$ cat config.mk
export PLATFORM = sky130hd
export DESIGN_NAME = pixel_capture_module
export DESIGN_NICKNAME = d
export VERILOG_FILES = /design/src/rtl/pixel_capture_module_pkg.sv /design/src/rtl/pixel_capture_module_pack.sv /design/src/rtl/pixel_capture_module.sv
export SDC_FILE = /design/constraint.sdc
export NUM_CORES = 1
export LEC_CHECK = 0
export ABC_CLOCK_PERIOD_IN_PS = 3150
export BUFFER_PORTS_ARGS = -buffer_cell sky130_fd_sc_hd__buf_2
export CORE_ASPECT_RATIO = 1.5
export CORE_UTILIZATION = 60
export DETAILED_ROUTE_END_ITERATION = 6
export PLACE_DENSITY = 0.92
export SETUP_SLACK_MARGIN = 0.15
export SYNTH_ARGS = -nofsm -noshare
export SYNTH_HDL_FRONTEND = slang
export SYNTH_SLANG_ARGS = --single-unit
$ cat constraint.sdc
create_clock -name CLK -period 3.15 [get_ports CLK]
set_clock_uncertainty 0.15 [all_clocks]
set_input_delay 0.4725 -clock CLK [delete_from_list [all_inputs] [get_ports CLK]]
set_output_delay 0.4725 -clock CLK [all_outputs]
set_load 0.01 [all_outputs]
$ cat src/rtl/pixel_capture_module_pkg.sv
// Shared definitions for the OV7620 capture path: capture FSM encoding and
// the default frame geometry also used by the frame RAM and display modules.
package pixel_capture_module_pkg;

  localparam int DEF_H_BYTES = 640;
  localparam int DEF_V_LINES = 480;

  typedef enum logic [2:0] {
    ST_IDLE    = 3'd0,
    ST_WAIT_VS = 3'd1,
    ST_WAIT_VE = 3'd2,
    ST_CAPTURE = 3'd3,
    ST_DONE    = 3'd4
  } cap_state_t;

endpackage

$ cat src/rtl/pixel_capture_module_pack.sv
// Byte-pair packer: holds the first byte of each pair and emits a 16-bit
// {first, second} word with a one-cycle write strobe. The word address
// advances the cycle after each strobe, so the first word lands at 0.
// Ports:
//   CLK, RSTn       clock, async active-low reset
//   clr             restart packing at address 0 (accepted capture start)
//   line_end        HREF fall: drop any half-assembled pair
//   byte_vld        accept byte_in this cycle
//   byte_in         camera byte
//   Wr_En/Wr_Addr/Wr_Data  frame RAM write port
//   toggle          1 while a first byte is being held
module pixel_pack_module
  import pixel_capture_module_pkg::*;
#(
  parameter int ADDR_W = 18
) (
  input  logic              CLK,
  input  logic              RSTn,
  input  logic              clr,
  input  logic              line_end,
  input  logic              byte_vld,
  input  logic [7:0]        byte_in,
  output logic              Wr_En,
  output logic [ADDR_W-1:0] Wr_Addr,
  output logic [15:0]       Wr_Data,
  output logic              toggle
);

  logic [7:0] hold;

  always_ff @(posedge CLK or negedge RSTn) begin
    if (!RSTn) begin
      Wr_En   <= 1'b0;
      Wr_Addr <= '0;
      Wr_Data <= '0;
      toggle  <= 1'b0;
      hold    <= '0;
    end else begin
      Wr_En <= 1'b0;
      if (clr) begin
        Wr_Addr <= '0;
        toggle  <= 1'b0;
      end else begin
        if (Wr_En) Wr_Addr <= Wr_Addr + ADDR_W'(1);
        if (line_end) begin
          toggle <= 1'b0;
        end else if (byte_vld) begin
          if (toggle) begin
            Wr_Data <= {hold, byte_in};
            Wr_En   <= 1'b1;
            toggle  <= 1'b0;
          end else begin
            hold   <= byte_in;
            toggle <= 1'b1;
          end
        end
      end
    end
  end

endmodule

$ cat src/rtl/pixel_capture_module.sv
// Single-frame OV7620 capture controller. Waits for a full VSYNC pulse after
// a start request, then packs H_BYTES bytes per HREF line for V_LINES lines
// into 16-bit words for the frame RAM. Geometry faults raise a sticky error.
// Ports:
//   CLK, RSTn            clock, async active-low reset
//   L2H_Sig_P            one-CLK PCLK rising-edge pulse (sample enable)
//   Pin_VSYNC/HREF/Data  raw camera pins, registered once here
//   Start_Sig            capture request (ignored unless idle)
//   Wr_En/Wr_Addr/Wr_Data frame RAM write port
//   Busy_Sig, Done_Sig, Err_Sig  status
//
// state      | meaning
// IDLE       | waiting for Start_Sig, camera ignored
// WAIT_VS    | waiting for VSYNC rise (skip any frame already in progress)
// WAIT_VE    | waiting for VSYNC fall, frame data follows
// CAPTURE    | packing HREF bytes, counting columns and rows
// DONE       | one-cycle completion pulse
module pixel_capture_module
  import pixel_capture_module_pkg::*;
#(
  parameter int H_BYTES = DEF_H_BYTES,
  parameter int V_LINES = DEF_V_LINES,
  parameter int ADDR_W  = 18
) (
  input  logic              CLK,
  input  logic              RSTn,
  input  logic              L2H_Sig_P,
  input  logic              Pin_VSYNC,
  input  logic              Pin_HREF,
  input  logic [7:0]        Pin_Data,
  input  logic              Start_Sig,
  output logic              Wr_En,
  output logic [ADDR_W-1:0] Wr_Addr,
  output logic [15:0]       Wr_Data,
  output logic              Busy_Sig,
  output logic              Done_Sig,
  output logic              Err_Sig
);

  localparam int COL_W = $clog2(H_BYTES + 1);
  localparam int ROW_W = $clog2(V_LINES + 1);
  localparam logic [COL_W-1:0] COL_FULL = COL_W'(H_BYTES);
  localparam logic [ROW_W-1:0] ROW_LAST = ROW_W'(V_LINES - 1);

  cap_state_t state, state_nxt;

  logic       vs_d1, href_d1, vs_p, href_p;
  logic [7:0] data_d1;
  logic [COL_W-1:0] col;
  logic [ROW_W-1:0] row;
  logic start_acc, capturing, toggle;
  logic vs_rise, vs_fall, href_fall;
  logic byte_acc, overrun, line_err, short_err, last_line;

  // One register stage puts the pins in the same cycle as L2H_Sig_P.
  always_ff @(posedge CLK or negedge RSTn) begin
    if (!RSTn) begin
      vs_d1   <= 1'b0;
      href_d1 <= 1'b0;
      data_d1 <= '0;
      vs_p    <= 1'b0;
      href_p  <= 1'b0;
    end else begin
      vs_d1   <= Pin_VSYNC;
      href_d1 <= Pin_HREF;
      data_d1 <= Pin_Data;
      if (L2H_Sig_P) begin
        vs_p   <= vs_d1;
        href_p <= href_d1;
      end
    end
  end

  assign vs_rise   = L2H_Sig_P & ~vs_p & vs_d1;
  assign vs_fall   = L2H_Sig_P & vs_p & ~vs_d1;
  assign href_fall = L2H_Sig_P & href_p & ~href_d1;

  assign capturing = (state == ST_CAPTURE);
  assign last_line = href_fall & (row == ROW_LAST);
  assign byte_acc  = capturing & L2H_Sig_P & href_d1 & (col != COL_FULL);
  assign overrun   = capturing & L2H_Sig_P & href_d1 & (col == COL_FULL);
  assign line_err  = capturing & href_fall & ((col != COL_FULL) | toggle);
  // A VSYNC rise landing on the sample that finishes the last line is a
  // normal end of frame, not a short one.
  assign short_err = capturing & vs_rise & ~last_line;

  always_ff @(posedge CLK or negedge RSTn) begin
    if (!RSTn) state <= ST_IDLE;
    else       state <= state_nxt;
  end

  always_comb begin
    state_nxt = state;
    start_acc = 1'b0;
    case (state)
      ST_IDLE: begin
        if (Start_Sig) begin
          state_nxt = ST_WAIT_VS;
          start_acc = 1'b1;
        end
      end
      ST_WAIT_VS: if (vs_rise) state_nxt = ST_WAIT_VE;
      ST_WAIT_VE: if (vs_fall) state_nxt = ST_CAPTURE;
      ST_CAPTURE: begin
        if (last_line || vs_rise) state_nxt = ST_DONE;
      end
      ST_DONE:    state_nxt = ST_IDLE;
      default:    state_nxt = ST_IDLE;
    endcase
  end

  always_ff @(posedge CLK or negedge RSTn) begin
    if (!RSTn) begin
      col      <= '0;
      row      <= '0;
      Busy_Sig <= 1'b0;
      Err_Sig  <= 1'b0;
    end else begin
      if (start_acc) begin
        col <= '0;
        row <= '0;
      end else if (capturing) begin
        if (href_fall) begin
          col <= '0;
          row <= row + ROW_W'(1);
        end else if (byte_acc) begin
          col <= col + COL_W'(1);
        end
      end

      if (start_acc)              Busy_Sig <= 1'b1;
      else if (state == ST_DONE)  Busy_Sig <= 1'b0;

      if (start_acc)                              Err_Sig <= 1'b0;
      else if (overrun || line_err || short_err)  Err_Sig <= 1'b1;
    end
  end

  assign Done_Sig = (state == ST_DONE);

  pixel_pack_module #(.ADDR_W(ADDR_W)) u_pack (
    .CLK      (CLK),
    .RSTn     (RSTn),
    .clr      (start_acc),
    .line_end (capturing & href_fall),
    .byte_vld (byte_acc),
    .byte_in  (data_d1),
    .Wr_En    (Wr_En),
    .Wr_Addr  (Wr_Addr),
    .Wr_Data  (Wr_Data),
    .toggle   (toggle)
  );

endmodule
==> summary.txt <==
Run status
  – Outcome: finished, final reports clean

Die
  – Die Ht: between 90 and 100 um
  – Die area: 0.00636 mm^2
  – Starting Density: 62.2%
  – Core area: just under 0.006 mm^2
  – I/O pin total: 52
  – Row Count: 34
  – Chip Width: 65.4 um

Final layout
  – Share of cells above drive strength 1: 29.3%
  – Area Growth Syn to Fin: 13.8%
  – Final Non-Filler Cells: between 400 and 500
  – Ant. Diodes: 0
  – # nets final: 378

CTS
  – Worst-path clk slew: 0.08 ns
  – Cts repair resizes: 0
  – Longest Clk Path Bufs: 2
  – Worst skew pair latency: between 0.3 and 0.4 ns
  – CTS root buf: clkbuf_8
  – # Post-CTS Setup Buffers: 0
  – Cts hold-fix bufs: 0
  – H-tree Lvls: 3
  – CTS tree: done
  – Clk sinks: 80
  – TritonCTS buffer count: 9

Global routing
  – First-pass GRT wire length: 12600 um
  – Overflow after GRT: 0
  – Total Routing Usage GR: 26.1%
  – Number of global-route vias before repair: 2647
  – Largest net degree at the start of global routing: 81
  – Initial antenna violation count: 0

STA
  – Max Slew Vio Count: 0
  – RSZ-0062 raised after global routing: false
  – Final period util: 66.7%
  – Final Setup Violations: 0
  – Relative slew slack: 36.1%
  – Setup TNS: 0 ns
  – Worst-margin pin slew: 0.958 ns
  – Post-route minimum period: 2.10 ns
  – Fin. Hold Viols: 0
  – Max Freq: 476 MHz

Power and ir drop
  – Sw frac: 33.1%
  – Worst VDD drop: 0.000507 V
  – Reg power frac: 49.2%
  – Combinational Power Share: 25.8%
  – Internal power: 2030 uW
  – PwrDens: 736 mW/mm^2
  – Switching pwr: 1010 uW
  – LEAKAGE: 0.00194 uW
  – Clock network fraction of total power: ~25%

Routing
  – Pre-antenna DRT Iters: 5
  – Via count: 2677
  – Vias per inst: 6.13
  – Detail Route Antenna Nets: 0
  – WL final: 7450 um
  – DRT iter0 DRCs: 165
  – DRC Markers: 0
  – WL per Instance: ~17 um

Logic synthesis
  – Post-synthesis sequential area ratio: 55.3%
  – Post-synth EDFFs: 0
  – FFs w/ async S/R, synth: 100%
  – Top-area cell type share of the netlist area: 55.3%
  – Net Count, Synth: roughly 330
  – Most used flip-flop cell after synthesis: dfrtp_1
  – Yosys top cell by area: dfrtp_1
  – Yosys reg bits: 80
  – Synth Area per Inst: approximately 12 um^2
  – Synth cell types: 55
  – Synthesized area: 0.00362 mm^2
  – Syn Inst Count: 308
  – Most numerous cell in the Yosys netlist: dfrtp_1
  – Main area contributors after synthesis: dfrtp_1 55%, mux2_2 5.0%, mux2_4 3.7%, xor2_1 2.9%, nor2_1 2.5%
  – Ys Warns: 0
  – Synth cell count leaders: 80 x dfrtp_1, 24 x nor2_1, 16 x mux2_2, 16 x nand3_1

Worst setup path
  – Worst Setup Path Type: reg -> reg
  – Critical Path, Cell by Cell: and3b_2 > nand3_2 > nor3_4 > mux2_2
  – Worst EP arrival: 2.19 ns
  – Critical Path RT: roughly 3.2 ns
  – Crit-path max FO: 9
  – CP bufs+invs: 0
  – CP Launch Type: register
  – Top delay family on crit path: simple AND/OR/NAND/NOR gates
  – Worst Setup End Kind: register
  – CP peak stage delay: 0.52 ns
  – Slowest cell on the critical path: dfrtp_1

Placed design
  – IO buf count: 51
  – # placed instances: between 400 and 500
  – HPWL Detailed: 4960 um
  – GP Congestion: 0.841

Run
  – Maxcap violations: 0

Min path
  – Hold crit path type: in -> reg
==> kinds of logic (layout without fill, tap and decap cells) <==
kind of cell | after synthesis | count (layout) | synth area share, %
buf+inv | 21 | 78 | 3.04
flops | 80 | 80 | 55.3
simple gates | 108 | 108 | 18.4
compound gates | 49 | 49 | 8.08
xor+xnor | 19 | 19 | 4.59
mux | 27 | 27 | 9.26
fa+ha+maj | 4 | 4 | 1.38
==> stage by stage <==
step                      area [um^2]  power (uW)  hold slack [ns]  utilization, %  worst slack, ns
after floorplan                  3620        1980           0.0269               -             1.28
after global placement           3920        2220            0.338            67.3             1.14
after detailed placement         3920        2280            0.344            67.3             1.09
after CTS                        4120        3040           0.0542            70.7             1.08
after global routing             4120        3200           0.0453            70.7            0.952
final                            4120        3030           0.0647            70.7             1.05
==> cell usage in the layout, fill, tap and decap left out, types with 3 or more instances in the layout <==
master	netlist	final
dfrtp_1	80	80
buf_2	5	50
nor2_1	24	24
nand3_1	16	16
mux2_2	16	16
nand2_1	15	15
a21oi_1	15	15
o21ai_0	13	13
xor2_1	12	12
mux2_4	9	9
clkbuf_8	0	9
inv_1	8	8
a31oi_1	7	7
nand4_1	7	7
xnor2_1	7	7
or3_1	6	6
and3_1	5	5
and4_1	4	4
nor3_1	4	4
ha_1	4	4
nand3b_1	3	3
o31ai_1	3	3
or4_1	3	3
buf_4	1	3
==> area by class of cell <==
type | count | area [um^2]
clock buffer | 9 | 124
multi-input combinational | 207 | 1520
inverter | 9 | 36.3
tap | 72 | 90.1
fill | 388 | 1710
timing repair buffer | 53 | 273
clock inverter | 7 | 78.8
sequential | 80 | 2000
==> worst reg2reg max path, cell delays in order (launching register included) <==
cell and delay [ns]:
dfrtp_1 0.52, and3b_2 0.30, nand3_2 0.16, nor3_4 0.45, mux2_2 0.40
==> power by group through the flow <==
stage | Combinational (uW) | Clock, uW | Sequential [uW]
after CTS | 786 | 769 | 1490
after detailed placement | 780 | 0 | 1500
after global placement | 734 | 0 | 1490
after global routing | 856 | 813 | 1530
after floorplan | 481 | 0 | 1500
final | 782 | 760 | 1490
==> routing by layer <==
layer / global-route usage [%] / vias up / routed length (um) / part of all wire (%)
met5: 0 / - / 0 / 0
met4: 10.0 / 0 / 178 / 2.4
met3: 6.92 / 23 / 426 / 5.7
met2: 42.3 / 103 / 3900 / 52
met1: 32.9 / 1335 / 2940 / 40
li1: - / 1216 / - / -
==> worst paths after layout <==
check,startpoint,to,slack [ns],cells after the start
min,Pin_Data[0],data_d1[0]$_DFF_PN0_,0.06,1
max reg2reg,state[0]$_DFFE_PN0P_,u_pack.hold[5]$_DFFE_PN0P_,1.05,4
max,state[0]$_DFFE_PN0P_,u_pack.hold[5]$_DFFE_PN0P_,1.05,4
min reg2reg,u_pack.Wr_Data[3]$_DFFE_PN0P_,u_pack.Wr_Data[3]$_DFFE_PN0P_,0.36,1
max in group asynchronous,RSTn,col[8]$_DFFE_PN0P_,2.12,1
min in group asynchronous,RSTn,u_pack.Wr_Addr[15]$_DFFE_PN0P_,0.10,1
==> sequential cells by signal, summed over array words and instances, names as in the netlist <==
name            count
u_pack.Wr_Data     16
data_d1             8
u_pack.Wr_Addr     18
col                10
href_p              1
row                 9
href_d1             1
u_pack.toggle       1
vs_d1               1
u_pack.Wr_En        1
u_pack.hold         8
vs_p                1
Err_Sig             1
Busy_Sig            1
state               3
Note: power is estimated with default switching activity, not from simulation.
